==> config.mk <==
export PLATFORM = sky130hd
export DESIGN_NAME = bcm_scan_ctrl
export DESIGN_NICKNAME = d
export VERILOG_FILES = /design/src/rtl/ledmt_pkg.sv /design/src/rtl/bcm_timer.sv /design/src/rtl/bcm_scan_ctrl.sv
export SDC_FILE = /design/constraint.sdc
export NUM_CORES = 1
export LEC_CHECK = 0
export BUFFER_PORTS_ARGS = -buffer_cell sky130_fd_sc_hd__buf_4
export CELL_PAD_IN_SITES_DETAIL_PLACEMENT = 1
export CELL_PAD_IN_SITES_GLOBAL_PLACEMENT = 1
export CORE_UTILIZATION = 35
export DETAILED_ROUTE_END_ITERATION = 7
export PLACE_DENSITY_LB_ADDON = 0.1
export SYNTH_ARGS = -nofsm -noshare
export SYNTH_HDL_FRONTEND = slang
export SYNTH_SLANG_ARGS = --single-unit
export TNS_END_PERCENT = 10
==> constraint.sdc <==
create_clock -name clock -period 5.71 [get_ports clock]
set_clock_uncertainty 0.1 [all_clocks]
set_input_delay 0.2855 -clock clock [delete_from_list [all_inputs] [get_ports clock]]
set_output_delay 0.2855 -clock clock [all_outputs]
set_load 0.01 [all_outputs]
==> src/rtl/ledmt_pkg.sv <==
// Shared types and sizing helpers for the LED matrix BCM scan controller.
package ledmt_pkg;

  typedef enum logic [2:0] {
    IDLE,
    FETCH,
    LATCH,
    SHOW,
    WAIT_DATA,
    DRAIN,
    BLANK
  } scan_state_e;

  localparam int DEF_ROWS        = 8;
  localparam int DEF_COLS        = 8;
  localparam int DEF_BITS        = 8;
  localparam int DEF_BASE_TICKS  = 4;
  localparam int DEF_BLANK_TICKS = 2;

  // Wide enough for BASE_TICKS << (bits-1) without overflow.
  function automatic int weight_width(input int base_ticks, input int bits);
    return $clog2(base_ticks) + bits;
  endfunction

  function automatic int addr_width(input int n);
    return (n > 1) ? $clog2(n) : 1;
  endfunction

endpackage

==> src/rtl/bcm_timer.sv <==
// Binary-weighted display timer: loads BASE_TICKS << plane, counts down while run is high,
// and flags the final display cycle.
module bcm_timer
  import ledmt_pkg::*;
#(
  parameter int BITS       = DEF_BITS,
  parameter int BASE_TICKS = DEF_BASE_TICKS,
  localparam int TW = weight_width(BASE_TICKS, BITS),
  localparam int PW = addr_width(BITS)
) (
  input  logic          clock,
  input  logic          reset,
  input  logic          load,
  input  logic          run,
  input  logic [PW-1:0] plane,
  output logic          last
);

  logic [TW-1:0] count_q, count_d;

  always_comb begin
    count_d = count_q;
    if (load) begin
      count_d = TW'(BASE_TICKS) << plane;
    end else if (run && (count_q != '0)) begin
      count_d = count_q - 1'b1;
    end
  end

  always_ff @(posedge clock) begin
    if (reset) begin
      count_q <= '0;
    end else begin
      count_q <= count_d;
    end
  end

  assign last = (count_q == TW'(1));

endmodule

==> src/rtl/bcm_scan_ctrl.sv <==
// Row/bit-plane BCM scan scheduler: prefetches each plane word and lights it for BASE_TICKS << plane.
// Define LEDMT_GHOST_BLANK_EN to add a BLANK_TICKS dark period (row_sel switch) before each latch.
module bcm_scan_ctrl
  import ledmt_pkg::*;
#(
  parameter int ROWS        = DEF_ROWS,
  parameter int COLS        = DEF_COLS,
  parameter int BITS        = DEF_BITS,
  parameter int BASE_TICKS  = DEF_BASE_TICKS,
  parameter int BLANK_TICKS = DEF_BLANK_TICKS,
  localparam int RW = addr_width(ROWS),
  localparam int PW = addr_width(BITS)
) (
  input  logic            clock,
  input  logic            reset,
  input  logic            enable,
  output logic            rd_req,
  output logic [RW-1:0]   rd_row,
  output logic [PW-1:0]   rd_plane,
  input  logic            rd_valid,
  input  logic [COLS-1:0] rd_data,
  output logic [COLS-1:0] col_data,
  output logic [RW-1:0]   row_sel,
  output logic            latch,
  output logic            oe,
  output logic            frame_done,
  output logic            underrun
);

  localparam logic [RW-1:0] LAST_ROW   = RW'(ROWS - 1);
  localparam logic [PW-1:0] LAST_PLANE = PW'(BITS - 1);

  scan_state_e     state_q, state_d;
  logic [RW-1:0]   row_q, row_d;
  logic [PW-1:0]   plane_q, plane_d;
  logic [RW-1:0]   row_sel_q, row_sel_d;
  logic [COLS-1:0] shadow_q, shadow_d;
  logic [COLS-1:0] col_q, col_d;
  logic            req_q, req_d;
  logic            full_q, full_d;
  logic            last_pair_q, last_pair_d;
  logic            accept;
  logic            timer_load;
  logic            timer_run;
  logic            timer_last;

`ifdef LEDMT_GHOST_BLANK_EN
  localparam int BW = addr_width(BLANK_TICKS);
  logic [BW-1:0] blank_q, blank_d;
`endif

  assign accept    = req_q & rd_valid;
  assign timer_run = (state_q == SHOW);

  bcm_timer #(
    .BITS       (BITS),
    .BASE_TICKS (BASE_TICKS)
  ) u_timer (
    .clock (clock),
    .reset (reset),
    .load  (timer_load),
    .run   (timer_run),
    .plane (plane_q),
    .last  (timer_last)
  );

  // row/plane pointers always address the next pair to fetch; LATCH consumes them and advances.
  always_comb begin
    state_d     = state_q;
    row_d       = row_q;
    plane_d     = plane_q;
    row_sel_d   = row_sel_q;
    shadow_d    = shadow_q;
    col_d       = col_q;
    req_d       = req_q & ~accept;
    full_d      = full_q;
    last_pair_d = last_pair_q;
`ifdef LEDMT_GHOST_BLANK_EN
    blank_d     = blank_q;
`endif
    latch       = 1'b0;
    oe          = 1'b0;
    frame_done  = 1'b0;
    underrun    = 1'b0;
    timer_load  = 1'b0;

    case (state_q)
      IDLE: begin
        if (enable) begin
          row_d   = '0;
          plane_d = '0;
          req_d   = 1'b1;
          state_d = FETCH;
        end
      end

      FETCH: begin
        if (accept) begin
          shadow_d = rd_data;
          full_d   = 1'b1;
          state_d  = LATCH;
        end
      end

      LATCH: begin
        latch       = 1'b1;
        col_d       = shadow_q;
`ifndef LEDMT_GHOST_BLANK_EN
        row_sel_d   = row_q;
`endif
        timer_load  = 1'b1;
        full_d      = 1'b0;
        last_pair_d = (row_q == LAST_ROW) && (plane_q == LAST_PLANE);
        if (plane_q == LAST_PLANE) begin
          plane_d = '0;
          row_d   = (row_q == LAST_ROW) ? '0 : row_q + 1'b1;
        end else begin
          plane_d = plane_q + 1'b1;
        end
        req_d   = 1'b1;
        state_d = SHOW;
      end

      SHOW: begin
        oe = 1'b1;
        if (accept) begin
          shadow_d = rd_data;
          full_d   = 1'b1;
        end
        if (timer_last) begin
          frame_done = last_pair_q;
          if (!enable) begin
            state_d = DRAIN;
          end else if (full_q || accept) begin
`ifdef LEDMT_GHOST_BLANK_EN
            row_sel_d = row_q;
            blank_d   = BW'(BLANK_TICKS - 1);
            state_d   = BLANK;
`else
            state_d   = LATCH;
`endif
          end else begin
            underrun = 1'b1;
            state_d  = WAIT_DATA;
          end
        end
      end

      WAIT_DATA: begin
        if (accept) begin
          shadow_d = rd_data;
          full_d   = 1'b1;
`ifdef LEDMT_GHOST_BLANK_EN
          row_sel_d = row_q;
          blank_d   = BW'(BLANK_TICKS - 1);
          state_d   = BLANK;
`else
          state_d   = LATCH;
`endif
        end
      end

      // Any outstanding prefetch must complete before the frame store is released.
      DRAIN: begin
        if (!req_q || accept) begin
          full_d    = 1'b0;
          col_d     = '0;
          row_sel_d = '0;
          row_d     = '0;
          plane_d   = '0;
          state_d   = IDLE;
        end
      end

`ifdef LEDMT_GHOST_BLANK_EN
      BLANK: begin
        if (blank_q == '0) begin
          state_d = LATCH;
        end else begin
          blank_d = blank_q - 1'b1;
        end
      end
`endif

      default: begin
        state_d = IDLE;
      end
    endcase
  end

  always_ff @(posedge clock) begin
    if (reset) begin
      state_q     <= IDLE;
      row_q       <= '0;
      plane_q     <= '0;
      row_sel_q   <= '0;
      shadow_q    <= '0;
      col_q       <= '0;
      req_q       <= 1'b0;
      full_q      <= 1'b0;
      last_pair_q <= 1'b0;
`ifdef LEDMT_GHOST_BLANK_EN
      blank_q     <= '0;
`endif
    end else begin
      state_q     <= state_d;
      row_q       <= row_d;
      plane_q     <= plane_d;
      row_sel_q   <= row_sel_d;
      shadow_q    <= shadow_d;
      col_q       <= col_d;
      req_q       <= req_d;
      full_q      <= full_d;
      last_pair_q <= last_pair_d;
`ifdef LEDMT_GHOST_BLANK_EN
      blank_q     <= blank_d;
`endif
    end
  end

  assign rd_req   = req_q;
  assign rd_row   = row_q;
  assign rd_plane = plane_q;
  assign col_data = col_q;
  assign row_sel  = row_sel_q;

endmodule

==> results of run 1 <==
power groups by stage:
stage	clock network [mW]	logic, mW	registers, mW
global placement	0	0.184	0.341
floorplan	0	0.161	0.327
global route	0.217	0.203	0.340
CTS	0.204	0.187	0.335
finish	0.198	0.183	0.335
detailed placement	0	0.186	0.342
worst register-to-register path, delay by kind of cell, from the launching register on:
kind,cells,cell delay (ps)
compound gates,2,1020
buf+inv,1,220
flops,1,630
simple gates,3,540
path summary, 6_finish.rpt:
path | end | slack (ps) | depth (start not counted)
worst max-delay path | col_data[4] | 3140 | 6
worst min-delay path | shadow_q[4] | 120 | 3
worst max register to register | col_data[4] | 3140 | 6
worst min register to register | last_pair_q | 370 | 2
cells in the mapped netlist, drive strengths merged (3+ instances only):
library cell and number:
nor3b 3, nand2 14, o211ai 3, dfxtp 41
xnor2 3, mux2 3, buf 7, ha 10
a21oi 13, clkbuf 4, nor2 41, a22oi 13
a31oi 7, a211oi 3, mux2i 9, nand4 3
nor3 5, nand3b 3, inv 9, nand3 10
placed cells by master, fill, tap and decap left out, types with 2 or more instances in the layout:
master | synthesis | layout
clkbuf_8 | 1 | 6
nand4_1 | 3 | 3
nand2_1 | 13 | 13
mux2_2 | 2 | 2
inv_2 | 2 | 2
ha_1 | 10 | 10
nand3_1 | 9 | 9
a211oi_2 | 2 | 2
nand3b_1 | 2 | 2
a22oi_1 | 13 | 13
nor2b_1 | 2 | 2
a31oi_1 | 6 | 6
nand2b_1 | 2 | 2
a21oi_1 | 12 | 12
dfxtp_1 | 41 | 41
inv_1 | 7 | 7
buf_4 | 0 | 33
a32oi_1 | 2 | 2
o211ai_1 | 3 | 3
xnor2_1 | 3 | 3
a32o_1 | 2 | 2
nor3b_1 | 3 | 3
mux2i_1 | 9 | 9
nor2_1 | 40 | 40
nor3_1 | 4 | 4
cells by family (layout without fill, tap and decap cells):
| logic type | count (synthesis) | in the layout | share of synthesized area (%) |
|---|---|---|---|
| adders and majority gates | 10 | 10 | 6.12 |
| muxes | 12 | 12 | 6.25 |
| and+or+nand+nor | 90 | 90 | 22.7 |
| xor gates and xnor gates | 3 | 3 | 1.29 |
| buffers and inverters | 20 | 49 | 5.51 |
| DFF | 41 | 41 | 40.2 |
| AOI/OAI and AO/OA | 48 | 48 | 17.9 |
sequential cells by signal, summed over array words and instances (netlist names):
signal	cells
rd_req	1
rd_row	3
col_data	8
last_pair_q	1
shadow_q	8
full_q	1
state_q	3
rd_plane	3
row_sel	3
u_timer.count_q	10
layout make-up:
type | instances | share of cell area (%)
multi-input cells | 163 | 46.4
flip-flops and latches | 41 | 34.3
well taps | 72 | 3.77
inverters | 9 | 1.41
clock buffers | 6 | 3.45
clock inverters | 1 | 0.314
repair buffers | 33 | 10.4
through the flow:
stage | setup WS, ps | instances
after detailed placement | 3070 | 318
final | 3140 | 325
after global placement | 3190 | 318
after floorplan | 3880 | 224
after CTS | 3040 | 325
after global routing | 2820 | 325
layer usage:
layer / global-route usage, % / part of all wire [%] / vias up
li1: - / - / 857
met1: 23.4 / 51 / 800
met2: 25.8 / 45 / 23
met3: 3.14 / 2.6 / 8
met4: 5.56 / 1.3 / 0
met5: 0 / 0 / -
==> flow_summary.ini, run 1 <==
[global_routing]
gr-total-overflow = 0
antenna_found_initial = 0
grt_max_degree = 42
grt_pass1_vias = 1705
grt_use_total_pct = 16.7
grt_pass1_wl_mm = 8.16

[clocking]
cts_num_sinks = 41
max-clock-path-buffers = 2
clock-root-buffer = clkbuf_8
clkLatencyLatePin_ps = 290
ctsHoldBuffers = 0
post_cts_buffers = 0
clk_transition_reported_paths_ps = 80
cts.htree.levels = 2
numCtsBuffers = 5
cts_resized = 0
cts_tree = yes

[flow_run]
cap_violations = 0

[critical_path]
crit_type = reg -> reg
required_ps = 5840
cp-startpoint = state_q[0]
critPathLaunchType = flip-flop
crit_arrival_ps = 2700
worstPathCellList = nor2_1 > nand2_4 > inv_2 > a31oi_1 > a22oi_1 > nor2_1
cp_max_fo = 26
critPathBufInv = 1
cp_top_family = compound AO/OA/AOI/OAI gates
slowest_stage = a31oi_1
reg2reg_from = state_q[0]
crit_path_end_kind = flip-flop
cp_common_cell = nor2_1
max_stage_delay_ps = 850

[yosys]
synth_area_um2 = 2040
synthTopCellsByArea = dfxtp_1 40%, nor2_1 7.3%, ha_1 6.1%
ys_types = 48
synth_edf_count = 0
synth_top_area_share_pct = 40.2
syn-instance-count = 224
async_flop_share_pct = 0
ys.flop_type = dfxtp_1
syn_nets = 246
yosys_register_bits = 41
synth_seq_area_share_pct = 40.2
synth.avg_cell_area_um2 = 9.12
yosys.area.top_type = dfxtp_1
yosysWarningCount = 0

[final_layout]
layout-drive-gt1-share_pct = 22.1
multiInputGateArea_um2 = 1110
nNetsFinal = 275
antenna_cells = 0
area_growth_pct = 17.1
fill_cells = 672
finalInstanceArea_um2 = 2390
regArea_um2 = 821
finish.utilization_pct = 42.9

[detailed_routing]
ant_nets = 0
remaining_drc_errors = 0
via_per_inst = 5.19
drt_iter0_drc = 63
dr_total_vias = 1688
dr.pass1.iters = 4
wl_per_cell_um = 14.1
drt-total-wl_mm = 4.59

[placed_design]
portBuffers = 33
placed_area_um2 = 2300
place_congestion = 0.748
hpwl_mm = 3.27

[min_path]
hold_path_class = in -> reg
hold_start = rd_data[4]

[pwr]
p_seq_share_pct = 46.8
leakage_nw = 1.00
report.power.total_mw = 0.716
clock_power_share_pct = 27.7
internal-power_mw = 0.473
vdd_drop_max_v = 0.000124
switching_share_pct = 33.9
power_density_nw_per_um2 = 299
comb_power_share_pct = 25.5
switching_power_mw = 0.243

[floorplanning]
fp-row-count = 27
die-area_um2 = 6150
fp.dieW_um = 78.4
design.portCount = 34
dieHeight_um = 78.4
start_util_pct = 36.7
core_um2 = 5570

[timing]
min_period_over_period_pct = 45.0
rsz0062_at_grt = no
fin_crit_ps = 2570
slew_headroom_pct = 28.0
hold_slack_ps = 121
fmax_mhz = 389
setup_viol = 0
finalMaxSlewViolations = 0
fin_tns_setup_ps = 0
tightest_slew_ps = 1070
timing_hold_violations_final = 0

[status]
outcome = completed
No activity file was read; power rests on OpenSTA's default activity.
==> run 2: changes to the inputs <==
--- a/config.mk
+++ b/config.mk
@@ -5,6 +5,7 @@
 export SDC_FILE = /design/constraint.sdc
 export NUM_CORES = 1
 export LEC_CHECK = 0
+export ABC_AREA = 1
 export BUFFER_PORTS_ARGS = -buffer_cell sky130_fd_sc_hd__buf_4
 export CELL_PAD_IN_SITES_DETAIL_PLACEMENT = 1
 export CELL_PAD_IN_SITES_GLOBAL_PLACEMENT = 1
==> constraint.sdc (replaced) <==
create_clock -name clock -period 2.6 [get_ports clock]
set_clock_uncertainty 0.1 [all_clocks]
set_input_delay 0.13 -clock clock [delete_from_list [all_inputs] [get_ports clock]]
set_output_delay 0.13 -clock clock [all_outputs]
set_load 0.01 [all_outputs]
==> run 2 against run 1 <==
Net effect:
- cell count grew 24%
- final area grew 3.8%
- first-iteration DRC count grew 63%
- combinational power grew to 8.4 times the previous value
- sequential power grew to 2.8 times the previous value
- clock power grew 120%
- register-to-register slack lost 2300 ps
- via count grew 20%
- non-clock buffer count grew 1
- largest power group is now combinational logic
==> flow_summary.ini, run 2 <==
[yosys]
yosysWarningCount = 0
synth_most_common_cell = nand2_1
ys.flop_type = dfxtp_1
syn-instance-count = 298
yosys.area.top_type = dfxtp_1
async_flop_share_pct = 0
synth_area_um2 = 2110
synthTopCellsByArea = dfxtp_1 39%, nand2_1 14%, a21oi_1 9.3%
yosys_register_bits = 41
synth.avg_cell_area_um2 = 7.07
synth_seq_area_share_pct = 38.9
synth_top_cells_by_count = 79 x nand2_1, 41 x dfxtp_1, 39 x a21oi_1
synth_top_area_share_pct = 38.9
synth_edf_count = 0
syn_nets = 320
ys_types = 30

[placed_design]
hpwl_mm = 4.31
dp_cells = 395
pre_cts_slack_ps = 851
place_congestion = 0.780
placed_area_um2 = 2390
portBuffers = 33

[timing]
fin_crit_ps = 1820
min_period_over_period_pct = 69.9
fmax_mhz = 550
setup_viol = 0
finalMaxSlewViolations = 0
slew_headroom_pct = 70.9
tightest_slew_ps = 436
fin_tns_setup_ps = 0
setup_ws_ps = 782
rsz0062_at_grt = no
hold_slack_ps = 22.2
timing_hold_violations_final = 0

[critical_path]
crit_arrival_ps = 1590
max_stage_delay_ps = 310
slowest_stage = dfxtp_1
crit_path_end_kind = primary output
critPathLaunchType = flip-flop
crit_type = reg -> out
cp_max_fo = 6
worstPathCellList = inv_1 > ha_1 > nand2_1 > nor2_1 > inv_1 > nor2_1 > buf_4
required_ps = 2370

[status]
outcome = completed

[global_routing]
grt_pass1_wl_mm = 9.59
gr-total-overflow = 0
grt_max_degree = 32
grt_pass1_vias = 1972
grt_use_total_pct = 19.9
antenna_found_initial = 0

[pwr]
clock_power_share_pct = 15.0
vdd_drop_max_v = 0.000544
power_density_nw_per_um2 = 1160
comb_power_share_pct = 53.1
leakage_nw = 1.07
p_seq_share_pct = 32.0
internal-power_mw = 1.50
switching_power_mw = 1.39
report.power.total_mw = 2.89
switching_share_pct = 48.2

[final_layout]
layout-drive-gt1-share_pct = 18.2
largest_register_ffs = 10
top_register = u_timer.count_q
finish.utilization_pct = 44.0
fill_cells = 744
finalInstanceArea_um2 = 2480
antenna_cells = 0
nNetsFinal = 352
area_growth_pct = 17.7
mostFrequentLayoutCell = nand2_1
mostFrequentLayoutCells = 79 x nand2_1, 41 x dfxtp_1, 39 x a21oi_1
final_cells = 402

[detailed_routing]
via_per_inst = 5.02
remaining_drc_errors = 0
wl_per_cell_um = 14.3
dr.pass1.iters = 4
drt_iter0_drc = 103
dr_total_vias = 2018
drt-total-wl_mm = 5.75
ant_nets = 0

[clocking]
clk_transition_reported_paths_ps = 90
cts_num_sinks = 41
numCtsBuffers = 5
clock-root-buffer = clkbuf_8
cts.htree.levels = 2
post_cts_buffers = 0
max-clock-path-buffers = 2
ctsHoldBuffers = 0
cts_resized = 0
cts_tree = yes
clkLatencyLatePin_ps = 290

[flow_run]
cap_violations = 0

[floorplanning]
dieHeight_um = 79.6
fp-row-count = 27
core_um2 = 5640
start_util_pct = 37.4
design.portCount = 34
die-area_um2 = 6340
fp.dieW_um = 79.6

[min_path]
hold_path_class = in -> reg
-- run 2: cell types whose count changed after synthesis, sizes merged, moves of 3 or more --
cell,previous run,this run
a21oi,13,40
a22oi,13,0
a31oi,7,0
inv,9,29
mux2,3,0
mux2i,9,0
nand2,14,82
nand3,10,21
nor3,5,2
o211ai,3,0
o21ai,1,14
xnor2,3,0
-- run 2: final timing paths --
check                                         from                  to  slack, ps  cells after the start
worst max register to register  u_timer.count_q[1]  u_timer.count_q[5]        830                      8
worst max-delay path            u_timer.count_q[1]          frame_done        780                      7
worst min register to register         col_data[0]         col_data[0]        360                      2
worst min-delay path                    rd_data[2]         shadow_q[2]         20                      3
-- run 2: layer usage --
metal	vias up	global-route usage [%]	share of wire (%)
met1	959	27.0	49
met3	6	3.43	2.9
li1	1023	-	-
met4	0	5.45	1.5
met5	-	0	0
met2	30	32.2	46
-- run 2: cell families after synthesis --
family          Yosys count  synth area share [%]
xor+xnor                  2                 0.831
simple gates            149                  31.1
compound gates           57                  14.8
flops                    41                  38.9
buf+inv                  39                  8.37
fa+ha+maj                10                  5.93
-- run 2: worst max-delay path, delay by kind of cell (launching register included) --
kind / cells / cell delay, ps
adders and majority gates: 1 / 180
buffers and inverters: 3 / 380
DFF: 1 / 310
and+or+nand+nor: 3 / 420
-- run 2: cell type report --
| type | instances | area, µm² | share of cell area (%) |
|---|---|---|---|
| Multi-Input combinational cell | 218 | 1110 | 44.8 |
| Sequential cell | 41 | 821 | 33.1 |
| Clock inverter | 1 | 7.51 | 0.302 |
| Clock buffer | 6 | 82.6 | 3.33 |
| Timing Repair Buffer | 34 | 255 | 10.3 |
| Tap cell | 72 | 90.1 | 3.63 |
| Inverter | 30 | 115 | 4.64 |
-- run 2: power groups by stage --
| stage | combinational, mW | sequential [mW] | clock, mW |
|---|---|---|---|
| after global placement | 1.52 | 0.933 | 0 |
| after global routing | 1.77 | 0.947 | 0.470 |
| after detailed placement | 1.54 | 0.940 | 0 |
| final | 1.53 | 0.923 | 0.433 |
| after floorplan | 1.18 | 0.907 | 0 |
| after CTS | 1.55 | 0.926 | 0.443 |
